`config.mk`:
```
export PLATFORM = sky130hd
export DESIGN_NAME = control_sequencer_flat
export DESIGN_NICKNAME = d
export VERILOG_FILES = /design/src/rtl/control_sequencer_pkg.sv /design/src/rtl/control_sequencer_if.sv /design/src/rtl/control_sequencer_ctrl_decode.sv /design/src/rtl/control_sequencer.sv /design/src/flat_wrapper.sv
export SDC_FILE = /design/constraint.sdc
export NUM_CORES = 1
export LEC_CHECK = 0
export ABC_AREA = 1
export CAP_MARGIN = 15
export CORE_UTILIZATION = 36
export CTS_CLUSTER_DIAMETER = 200
export DETAILED_ROUTE_END_ITERATION = 6
export PLACE_DENSITY = 0.85
export SETUP_SLACK_MARGIN = 0.1
export SLEW_MARGIN = 20
export SYNTH_ARGS = -nofsm -noshare
export SYNTH_HDL_FRONTEND = slang
export SYNTH_SLANG_ARGS = --single-unit
```
`constraint.sdc`:
```
create_clock -name clk -period 2.9 [get_ports clk]
set_clock_uncertainty 0.15 [all_clocks]
set_input_delay 0.58 -clock clk [delete_from_list [all_inputs] [get_ports clk]]
set_output_delay 0.58 -clock clk [all_outputs]
set_load 0.05 [all_outputs]
```
`src/rtl/control_sequencer_pkg.sv`:
```
// rtl/control_sequencer_pkg.sv - shared opcodes, state encoding and control-word layout for control_sequencer
package control_sequencer_pkg;

    localparam int IR_W   = 16;
    localparam int DATA_W = 8;

    localparam int OP_MSB = 15;
    localparam int OP_LSB = 12;
    localparam int RD_MSB = 11;
    localparam int RD_LSB = 10;
    localparam int RS_MSB = 9;
    localparam int RS_LSB = 8;

    localparam logic [3:0] OP_NOP = 4'h0;
    localparam logic [3:0] OP_LDI = 4'h1;
    localparam logic [3:0] OP_LD  = 4'h2;
    localparam logic [3:0] OP_ST  = 4'h3;
    localparam logic [3:0] OP_ADD = 4'h4;
    localparam logic [3:0] OP_SUB = 4'h5;
    localparam logic [3:0] OP_AND = 4'h6;
    localparam logic [3:0] OP_OR  = 4'h7;
    localparam logic [3:0] OP_XOR = 4'h8;
    localparam logic [3:0] OP_INC = 4'h9;
    localparam logic [3:0] OP_DEC = 4'hA;
    localparam logic [3:0] OP_BRA = 4'hB;
    localparam logic [3:0] OP_BZ  = 4'hC;
    localparam logic [3:0] OP_HLT = 4'hF;

    typedef enum logic [2:0] {
        ST_CLR  = 3'd0,
        ST_F0   = 3'd1,
        ST_F1   = 3'd2,
        ST_EX0  = 3'd3,
        ST_EX1  = 3'd4,
        ST_HALT = 3'd5
    } state_t;

    localparam logic [1:0] FUN_DEC   = 2'd0;
    localparam logic [1:0] FUN_INC   = 2'd1;
    localparam logic [1:0] FUN_LOAD  = 2'd2;
    localparam logic [1:0] FUN_CLEAR = 2'd3;

    localparam logic [1:0] ADDR_PC = 2'd0;
    localparam logic [1:0] ADDR_AR = 2'd2;

    localparam logic [1:0] MUXA_IMM = 2'd0;
    localparam logic [1:0] MUXA_MEM = 2'd1;
    localparam logic [1:0] MUXA_ALU = 2'd3;
    localparam logic [1:0] MUXB_IMM = 2'd1;

    localparam logic [2:0] ARF_PC_N = 3'b110;
    localparam logic [2:0] ARF_AR_N = 3'b101;

    localparam logic [3:0] ALU_PASS = 4'b0000;

    typedef struct packed {
        logic [1:0] rf_out_a_sel;
        logic [1:0] rf_out_b_sel;
        logic [1:0] rf_fun_sel;
        logic [3:0] rf_reg_sel;
        logic [3:0] alu_fun_sel;
        logic [1:0] arf_out_c_sel;
        logic [1:0] arf_out_d_sel;
        logic [1:0] arf_fun_sel;
        logic [2:0] arf_reg_sel;
        logic       ir_lh;
        logic       ir_enable;
        logic [1:0] ir_fun_sel;
        logic       mem_wr;
        logic       mem_cs;
        logic [1:0] mux_a_sel;
        logic [1:0] mux_b_sel;
        logic       mux_c_sel;
    } ctrl_word_t;

    // Idle: every register enable (active-low) off and memory deselected.
    localparam ctrl_word_t CTRL_IDLE = '{
        rf_out_a_sel: 2'd0, rf_out_b_sel: 2'd0, rf_fun_sel: 2'd0, rf_reg_sel: 4'b1111,
        alu_fun_sel: 4'd0, arf_out_c_sel: 2'd0, arf_out_d_sel: 2'd0, arf_fun_sel: 2'd0,
        arf_reg_sel: 3'b111, ir_lh: 1'b0, ir_enable: 1'b0, ir_fun_sel: 2'd0,
        mem_wr: 1'b0, mem_cs: 1'b1, mux_a_sel: 2'd0, mux_b_sel: 2'd0, mux_c_sel: 1'b0
    };

    function automatic logic [3:0] rf_enable_n(input logic [1:0] idx);
        rf_enable_n = ~(4'b0001 << idx);
    endfunction

    function automatic logic [3:0] alu_code(input logic [3:0] op);
        case (op)
            OP_ADD:  alu_code = 4'b0100;
            OP_SUB:  alu_code = 4'b0110;
            OP_AND:  alu_code = 4'b0111;
            OP_OR:   alu_code = 4'b1000;
            OP_XOR:  alu_code = 4'b1001;
            default: alu_code = ALU_PASS;
        endcase
    endfunction

endpackage

```
`src/rtl/control_sequencer_if.sv`:
```
// rtl/control_sequencer_if.sv - sequencer-to-datapath control bundle
interface control_sequencer_if;
    import control_sequencer_pkg::*;

    logic            run;
    logic [IR_W-1:0] ir_out;
    logic            z_in;
    logic [1:0]      rf_out_a_sel;
    logic [1:0]      rf_out_b_sel;
    logic [1:0]      rf_fun_sel;
    logic [3:0]      rf_reg_sel;
    logic [3:0]      alu_fun_sel;
    logic [1:0]      arf_out_c_sel;
    logic [1:0]      arf_out_d_sel;
    logic [1:0]      arf_fun_sel;
    logic [2:0]      arf_reg_sel;
    logic            ir_lh;
    logic            ir_enable;
    logic [1:0]      ir_fun_sel;
    logic            mem_wr;
    logic            mem_cs;
    logic [1:0]      mux_a_sel;
    logic [1:0]      mux_b_sel;
    logic            mux_c_sel;
    logic            halted;
    logic [2:0]      state;

    modport master (
        input  run, ir_out, z_in,
        output rf_out_a_sel, rf_out_b_sel, rf_fun_sel, rf_reg_sel, alu_fun_sel,
               arf_out_c_sel, arf_out_d_sel, arf_fun_sel, arf_reg_sel,
               ir_lh, ir_enable, ir_fun_sel, mem_wr, mem_cs,
               mux_a_sel, mux_b_sel, mux_c_sel, halted, state
    );

    modport slave (
        output run, ir_out, z_in,
        input  rf_out_a_sel, rf_out_b_sel, rf_fun_sel, rf_reg_sel, alu_fun_sel,
               arf_out_c_sel, arf_out_d_sel, arf_fun_sel, arf_reg_sel,
               ir_lh, ir_enable, ir_fun_sel, mem_wr, mem_cs,
               mux_a_sel, mux_b_sel, mux_c_sel, halted, state
    );

endinterface

```
`src/rtl/control_sequencer_ctrl_decode.sv`:
```
// rtl/control_sequencer_ctrl_decode.sv - combinational state + IR to datapath control word
module control_sequencer_ctrl_decode
    import control_sequencer_pkg::*;
(
    input  state_t          state,
    input  logic [IR_W-1:0] ir,
    input  logic            z,
    output ctrl_word_t      word
);

    logic [3:0] op;
    logic [1:0] rd;
    logic [1:0] rs;
    logic       unused_imm;

    assign op         = ir[OP_MSB:OP_LSB];
    assign rd         = ir[RD_MSB:RD_LSB];
    assign rs         = ir[RS_MSB:RS_LSB];
    assign unused_imm = ^ir[7:0];

    always_comb begin
        word = CTRL_IDLE;
        case (state)
            ST_CLR: begin
                word.rf_fun_sel  = FUN_CLEAR;
                word.rf_reg_sel  = 4'b0000;
                word.arf_fun_sel = FUN_CLEAR;
                word.arf_reg_sel = ARF_PC_N;
            end
            // Low byte is fetched first from the lower address.
            ST_F0, ST_F1: begin
                word.arf_out_d_sel = ADDR_PC;
                word.mem_cs        = 1'b0;
                word.mem_wr        = 1'b0;
                word.ir_enable     = 1'b1;
                word.ir_fun_sel    = FUN_LOAD;
                word.ir_lh         = (state == ST_F0);
                word.arf_fun_sel   = FUN_INC;
                word.arf_reg_sel   = ARF_PC_N;
            end
            ST_EX0: begin
                case (op)
                    OP_LDI: begin
                        word.mux_a_sel  = MUXA_IMM;
                        word.rf_fun_sel = FUN_LOAD;
                        word.rf_reg_sel = rf_enable_n(rd);
                    end
                    OP_LD, OP_ST: begin
                        word.mux_b_sel   = MUXB_IMM;
                        word.arf_fun_sel = FUN_LOAD;
                        word.arf_reg_sel = ARF_AR_N;
                    end
                    OP_ADD, OP_SUB, OP_AND, OP_OR, OP_XOR: begin
                        word.rf_out_a_sel = rd;
                        word.rf_out_b_sel = rs;
                        word.mux_c_sel    = 1'b1;
                        word.mux_a_sel    = MUXA_ALU;
                        word.alu_fun_sel  = alu_code(op);
                        word.rf_fun_sel   = FUN_LOAD;
                        word.rf_reg_sel   = rf_enable_n(rd);
                    end
                    OP_INC, OP_DEC: begin
                        word.rf_fun_sel = (op == OP_INC) ? FUN_INC : FUN_DEC;
                        word.rf_reg_sel = rf_enable_n(rd);
                    end
                    OP_BRA, OP_BZ: begin
                        if (op == OP_BRA || z) begin
                            word.mux_b_sel   = MUXB_IMM;
                            word.arf_fun_sel = FUN_LOAD;
                            word.arf_reg_sel = ARF_PC_N;
                        end
                    end
                    default: ;
                endcase
            end
            ST_EX1: begin
                if (op == OP_LD) begin
                    word.arf_out_d_sel = ADDR_AR;
                    word.mem_cs        = 1'b0;
                    word.mem_wr        = 1'b0;
                    word.mux_a_sel     = MUXA_MEM;
                    word.rf_fun_sel    = FUN_LOAD;
                    word.rf_reg_sel    = rf_enable_n(rd);
                end else if (op == OP_ST) begin
                    word.rf_out_a_sel  = rs;
                    word.mux_c_sel     = 1'b1;
                    word.alu_fun_sel   = ALU_PASS;
                    word.arf_out_d_sel = ADDR_AR;
                    word.mem_cs        = 1'b0;
                    word.mem_wr        = 1'b1;
                end
            end
            default: ;
        endcase
    end

endmodule

```
`src/rtl/control_sequencer.sv`:
```
// rtl/control_sequencer.sv - hardwired fetch/execute sequencer for the 8-bit ALUSystem datapath
module control_sequencer
    import control_sequencer_pkg::*;
(
    input logic                 clk,
    input logic                 rst_n,
    control_sequencer_if.master bus
);

    state_t     state;
    state_t     next_state;
    ctrl_word_t dec_word;
    ctrl_word_t word;
    logic [3:0] op;

    assign op = bus.ir_out[OP_MSB:OP_LSB];

    always_ff @(posedge clk or negedge rst_n) begin
        if (!rst_n) begin
            state <= ST_CLR;
        end else if (bus.run) begin
            state <= next_state;
        end
    end

    always_comb begin
        next_state = state;
        case (state)
            ST_CLR:  next_state = ST_F0;
            ST_F0:   next_state = ST_F1;
            ST_F1:   next_state = ST_EX0;
            ST_EX0: begin
                if (op == OP_LD || op == OP_ST) begin
                    next_state = ST_EX1;
                end else if (op == OP_HLT) begin
                    next_state = ST_HALT;
                end else begin
                    next_state = ST_F0;
                end
            end
            ST_EX1:  next_state = ST_F0;
            ST_HALT: next_state = ST_HALT;
            default: next_state = ST_CLR;
        endcase
    end

    control_sequencer_ctrl_decode u_decode (
        .state (state),
        .ir    (bus.ir_out),
        .z     (bus.z_in),
        .word  (dec_word)
    );

    // rst_n gates the outputs directly so no write can slip out after reset falls.
    always_comb begin
        word = dec_word;
        if (!rst_n || !bus.run) begin
            word = CTRL_IDLE;
        end
    end

    assign bus.rf_out_a_sel  = word.rf_out_a_sel;
    assign bus.rf_out_b_sel  = word.rf_out_b_sel;
    assign bus.rf_fun_sel    = word.rf_fun_sel;
    assign bus.rf_reg_sel    = word.rf_reg_sel;
    assign bus.alu_fun_sel   = word.alu_fun_sel;
    assign bus.arf_out_c_sel = word.arf_out_c_sel;
    assign bus.arf_out_d_sel = word.arf_out_d_sel;
    assign bus.arf_fun_sel   = word.arf_fun_sel;
    assign bus.arf_reg_sel   = word.arf_reg_sel;
    assign bus.ir_lh         = word.ir_lh;
    assign bus.ir_enable     = word.ir_enable;
    assign bus.ir_fun_sel    = word.ir_fun_sel;
    assign bus.mem_wr        = word.mem_wr;
    assign bus.mem_cs        = word.mem_cs;
    assign bus.mux_a_sel     = word.mux_a_sel;
    assign bus.mux_b_sel     = word.mux_b_sel;
    assign bus.mux_c_sel     = word.mux_c_sel;
    assign bus.halted        = rst_n && (state == ST_HALT);
    assign bus.state         = state;

endmodule

```
`src/flat_wrapper.sv`:
```
// flat-port wrapper written by rule: the top's interface ports become plain ports
module control_sequencer_flat import control_sequencer_pkg::*;
  (clk, rst_n, bus_run, bus_ir_out, bus_z_in, bus_rf_out_a_sel, bus_rf_out_b_sel, bus_rf_fun_sel, bus_rf_reg_sel, bus_alu_fun_sel, bus_arf_out_c_sel, bus_arf_out_d_sel, bus_arf_fun_sel, bus_arf_reg_sel, bus_ir_lh, bus_ir_enable, bus_ir_fun_sel, bus_mem_wr, bus_mem_cs, bus_mux_a_sel, bus_mux_b_sel, bus_mux_c_sel, bus_halted, bus_state);
  control_sequencer_if bus_i ();
  input logic clk;
  input logic rst_n;
  input wire logic [$bits(bus_i.run)-1:0] bus_run;
  input wire logic [$bits(bus_i.ir_out)-1:0] bus_ir_out;
  input wire logic [$bits(bus_i.z_in)-1:0] bus_z_in;
  output wire logic [$bits(bus_i.rf_out_a_sel)-1:0] bus_rf_out_a_sel;
  output wire logic [$bits(bus_i.rf_out_b_sel)-1:0] bus_rf_out_b_sel;
  output wire logic [$bits(bus_i.rf_fun_sel)-1:0] bus_rf_fun_sel;
  output wire logic [$bits(bus_i.rf_reg_sel)-1:0] bus_rf_reg_sel;
  output wire logic [$bits(bus_i.alu_fun_sel)-1:0] bus_alu_fun_sel;
  output wire logic [$bits(bus_i.arf_out_c_sel)-1:0] bus_arf_out_c_sel;
  output wire logic [$bits(bus_i.arf_out_d_sel)-1:0] bus_arf_out_d_sel;
  output wire logic [$bits(bus_i.arf_fun_sel)-1:0] bus_arf_fun_sel;
  output wire logic [$bits(bus_i.arf_reg_sel)-1:0] bus_arf_reg_sel;
  output wire logic [$bits(bus_i.ir_lh)-1:0] bus_ir_lh;
  output wire logic [$bits(bus_i.ir_enable)-1:0] bus_ir_enable;
  output wire logic [$bits(bus_i.ir_fun_sel)-1:0] bus_ir_fun_sel;
  output wire logic [$bits(bus_i.mem_wr)-1:0] bus_mem_wr;
  output wire logic [$bits(bus_i.mem_cs)-1:0] bus_mem_cs;
  output wire logic [$bits(bus_i.mux_a_sel)-1:0] bus_mux_a_sel;
  output wire logic [$bits(bus_i.mux_b_sel)-1:0] bus_mux_b_sel;
  output wire logic [$bits(bus_i.mux_c_sel)-1:0] bus_mux_c_sel;
  output wire logic [$bits(bus_i.halted)-1:0] bus_halted;
  output wire logic [$bits(bus_i.state)-1:0] bus_state;
  assign bus_i.run = bus_run;
  assign bus_i.ir_out = bus_ir_out;
  assign bus_i.z_in = bus_z_in;
  assign bus_rf_out_a_sel = bus_i.rf_out_a_sel;
  assign bus_rf_out_b_sel = bus_i.rf_out_b_sel;
  assign bus_rf_fun_sel = bus_i.rf_fun_sel;
  assign bus_rf_reg_sel = bus_i.rf_reg_sel;
  assign bus_alu_fun_sel = bus_i.alu_fun_sel;
  assign bus_arf_out_c_sel = bus_i.arf_out_c_sel;
  assign bus_arf_out_d_sel = bus_i.arf_out_d_sel;
  assign bus_arf_fun_sel = bus_i.arf_fun_sel;
  assign bus_arf_reg_sel = bus_i.arf_reg_sel;
  assign bus_ir_lh = bus_i.ir_lh;
  assign bus_ir_enable = bus_i.ir_enable;
  assign bus_ir_fun_sel = bus_i.ir_fun_sel;
  assign bus_mem_wr = bus_i.mem_wr;
  assign bus_mem_cs = bus_i.mem_cs;
  assign bus_mux_a_sel = bus_i.mux_a_sel;
  assign bus_mux_b_sel = bus_i.mux_b_sel;
  assign bus_mux_c_sel = bus_i.mux_c_sel;
  assign bus_halted = bus_i.halted;
  assign bus_state = bus_i.state;
  control_sequencer u_core (.clk(clk), .rst_n(rst_n), .bus(bus_i));
endmodule
```
==> metrics.cfg <==
[timing]
fin_crit_ns=2.72
min_period_over_period_pct=93.9
rsz0062_at_grt=false
hold_viol=0
hold_slack_ns=0.525
fmax_mhz=367
setup_viol=0
finalSetupTns_ns=0
maxSlewViolCount=0

[grt]
grt_max_degree=13
grt_pass1_wl_mm=4.73
grt_pass1_vias=1115
track_usage_pct=29.3
antenna_found_initial=0
overflow=0

[floorplanning]
rows=16
core_um2=1980
die_w_um=48.3
initial_core_util_pct=38.9
dieArea_um2=2330
num_io_pins=58
die_y_um=48.3

[clock_tree]
clkTransAtPathRegs_ns=0.04
h-tree-depth=1
cts-root-buf=clkbuf_4
ctsHoldBuffers=0
cts.path.max_buffers=2
cts_sinks=3
cts_tree=yes
cts-buffers-inserted=3
clkLatencyLatePin_ns=0.23

[yosys]
synth-seq-cells=3
syn_area_per_cell_um2=5.00
syn_inst=154
synth_area_um2=771
synthDistinctLibCells=20
ys_seq_area_share_pct=9.74
yosys_warnings=0

[power]
pwr_density_cell_nw_per_um2=550
p_leak_nw=0.854
peakVddDrop_uv=674
p_total_mw=0.906

[worst_setup_path]
worstPathArrival_ns=1.99
crit_path_start_kind=primary input
critPathRequiredTime_ns=2.17
critPathCaptureType=output pin
cp_max_fo=6
critPathLaunch=bus_run
rr_startpoint=u_core.bus.state[1]
path_class=in -> out
rr_worst_depth=7

[place]
hpwlAfterDp_mm=2.45
io_buffers=43
place_congestion=0.951

[min_path]
hp-class=reg -> reg
min_path_cells=2
min-delay-start=u_core.bus.state[1]

[cells_and_area]
antenna_cells=0
largest_register=u_core.bus.state
drive_gt1_share_pct=32.7
syn2layout_area_growth_pct=113
num-nets-final=232
top_regs=u_core.bus.state (3)
multi_input_area_um2=587
largest_register_ffs=3
nFillCells=126
regArea_um2=75.1

[detailed_routing]
initialDrtViolationCount=39
via_per_inst=5.11
drcViolationCount=0
wl_per_cell_um=13.1
dr.pass1.iters=4
drt-total-wl_mm=3.12
num_vias=1217
postRouteAntennaNets=0

[status]
status=complete, no violations

[run]
drv_cap=0

timing repair:
item,CTS,global route
pin swaps,3,0
gates resized for setup,11,6
endpoints found under the setup margin,17,15
buffers inserted,1,0
path summary, 6_finish.rpt:
path                                       end  slack [ns]
max reg2reg                u_core.bus.state[2]        1.52
min reg2reg                u_core.bus.state[1]        0.53
min                        u_core.bus.state[1]        0.53
max in group asynchronous  u_core.bus.state[1]        1.95
min in group asynchronous  u_core.bus.state[2]        0.55
max                         bus_alu_fun_sel[0]        0.18
worst max-delay path: stages:
cell,delay (ns)
clkdlybuf4s50_1,0.54
nand2_4,0.06
inv_2,0.08
nand2_4,0.07
nor2_4,0.13
nand2_4,0.10
a211oi_4,0.25
buf_12,0.17
synth_stat cells:
master	instances	area (µm²)
o21ai_1	1	5.00
nand2_4	2	22.5
inv_2	1	3.75
nand2_1	49	184
a21oi_1	6	30.0
inv_1	29	109
buf_4	9	67.6
nor2_1	20	75.1
a31oi_1	1	6.26
nor3_1	3	15.0
dfrtp_1	3	75.1
nand2_2	2	12.5
nor2_2	1	6.26
nand4_1	4	25.0
a211oi_2	1	12.5
conb_1	2	7.51
nor4_2	1	12.5
nand3_1	11	55.1
nor2_4	1	11.3
o21ai_0	7	35.0
final cells by class:
class,count,area share (%)
multi-input combinational,116,35.7
timing repair buffer,58,49.3
tap,27,2.05
sequential,3,4.56
inverter,30,6.84
clock buffer,4,1.60
per-stage QoR:
step,cell area (µm²),util (%),worst slack [ns],cells
finish,1650,83.0,0.177,238
global route,1650,83.0,0.102,238
CTS,1630,82.0,0.0536,238
detailed placement,1570,79.1,-0.0633,233
global placement,1570,79.1,0.0511,233
floorplan,801,-,-0.00164,158
placed cells by master, fill, tap and decap left out, types with 3 or more instances in the layout:
cell             netlist  final
inv_1                 29     28
dlygate4sd2_1          0      3
buf_12                 0     27
a21oi_1                6      3
nand3_1               11     10
nand2_4                2      3
o21ai_0                7      6
nor2_1                20     16
conb_1                 2      6
nor2_2                 1      5
a21oi_2                0      3
nand2_1               49     48
nand4_1                4      4
nor3_2                 0      3
clkbuf_4               0      3
buf_4                  9     16
clkdlybuf4s50_1        0     10
dfrtp_1                3      3
layer usage:
layer,routed length [µm],global-route usage (%),vias up
li1,-,-,576
met1,1130,31.6,549
met2,1690,55.5,81
met3,221,4.44,11
met4,83,12.8,0
met5,0,0,-
report_power, final:
part           switching (mW)  internal, mW  total [mW]  leakage (nW)
registers              0.0289        0.0585      0.0874        0.0371
logic                   0.464         0.280       0.745         0.802
clock network          0.0219        0.0516      0.0735        0.0150
total                   0.515         0.390       0.906         0.854
cell families after synthesis:
kind of cell	synth area share (%)
simple gates	54.4
buf+inv	23.4
compound gates	11.5
flops	9.74
other cells	0.974
Note: power is estimated with default switching activity, not from simulation.
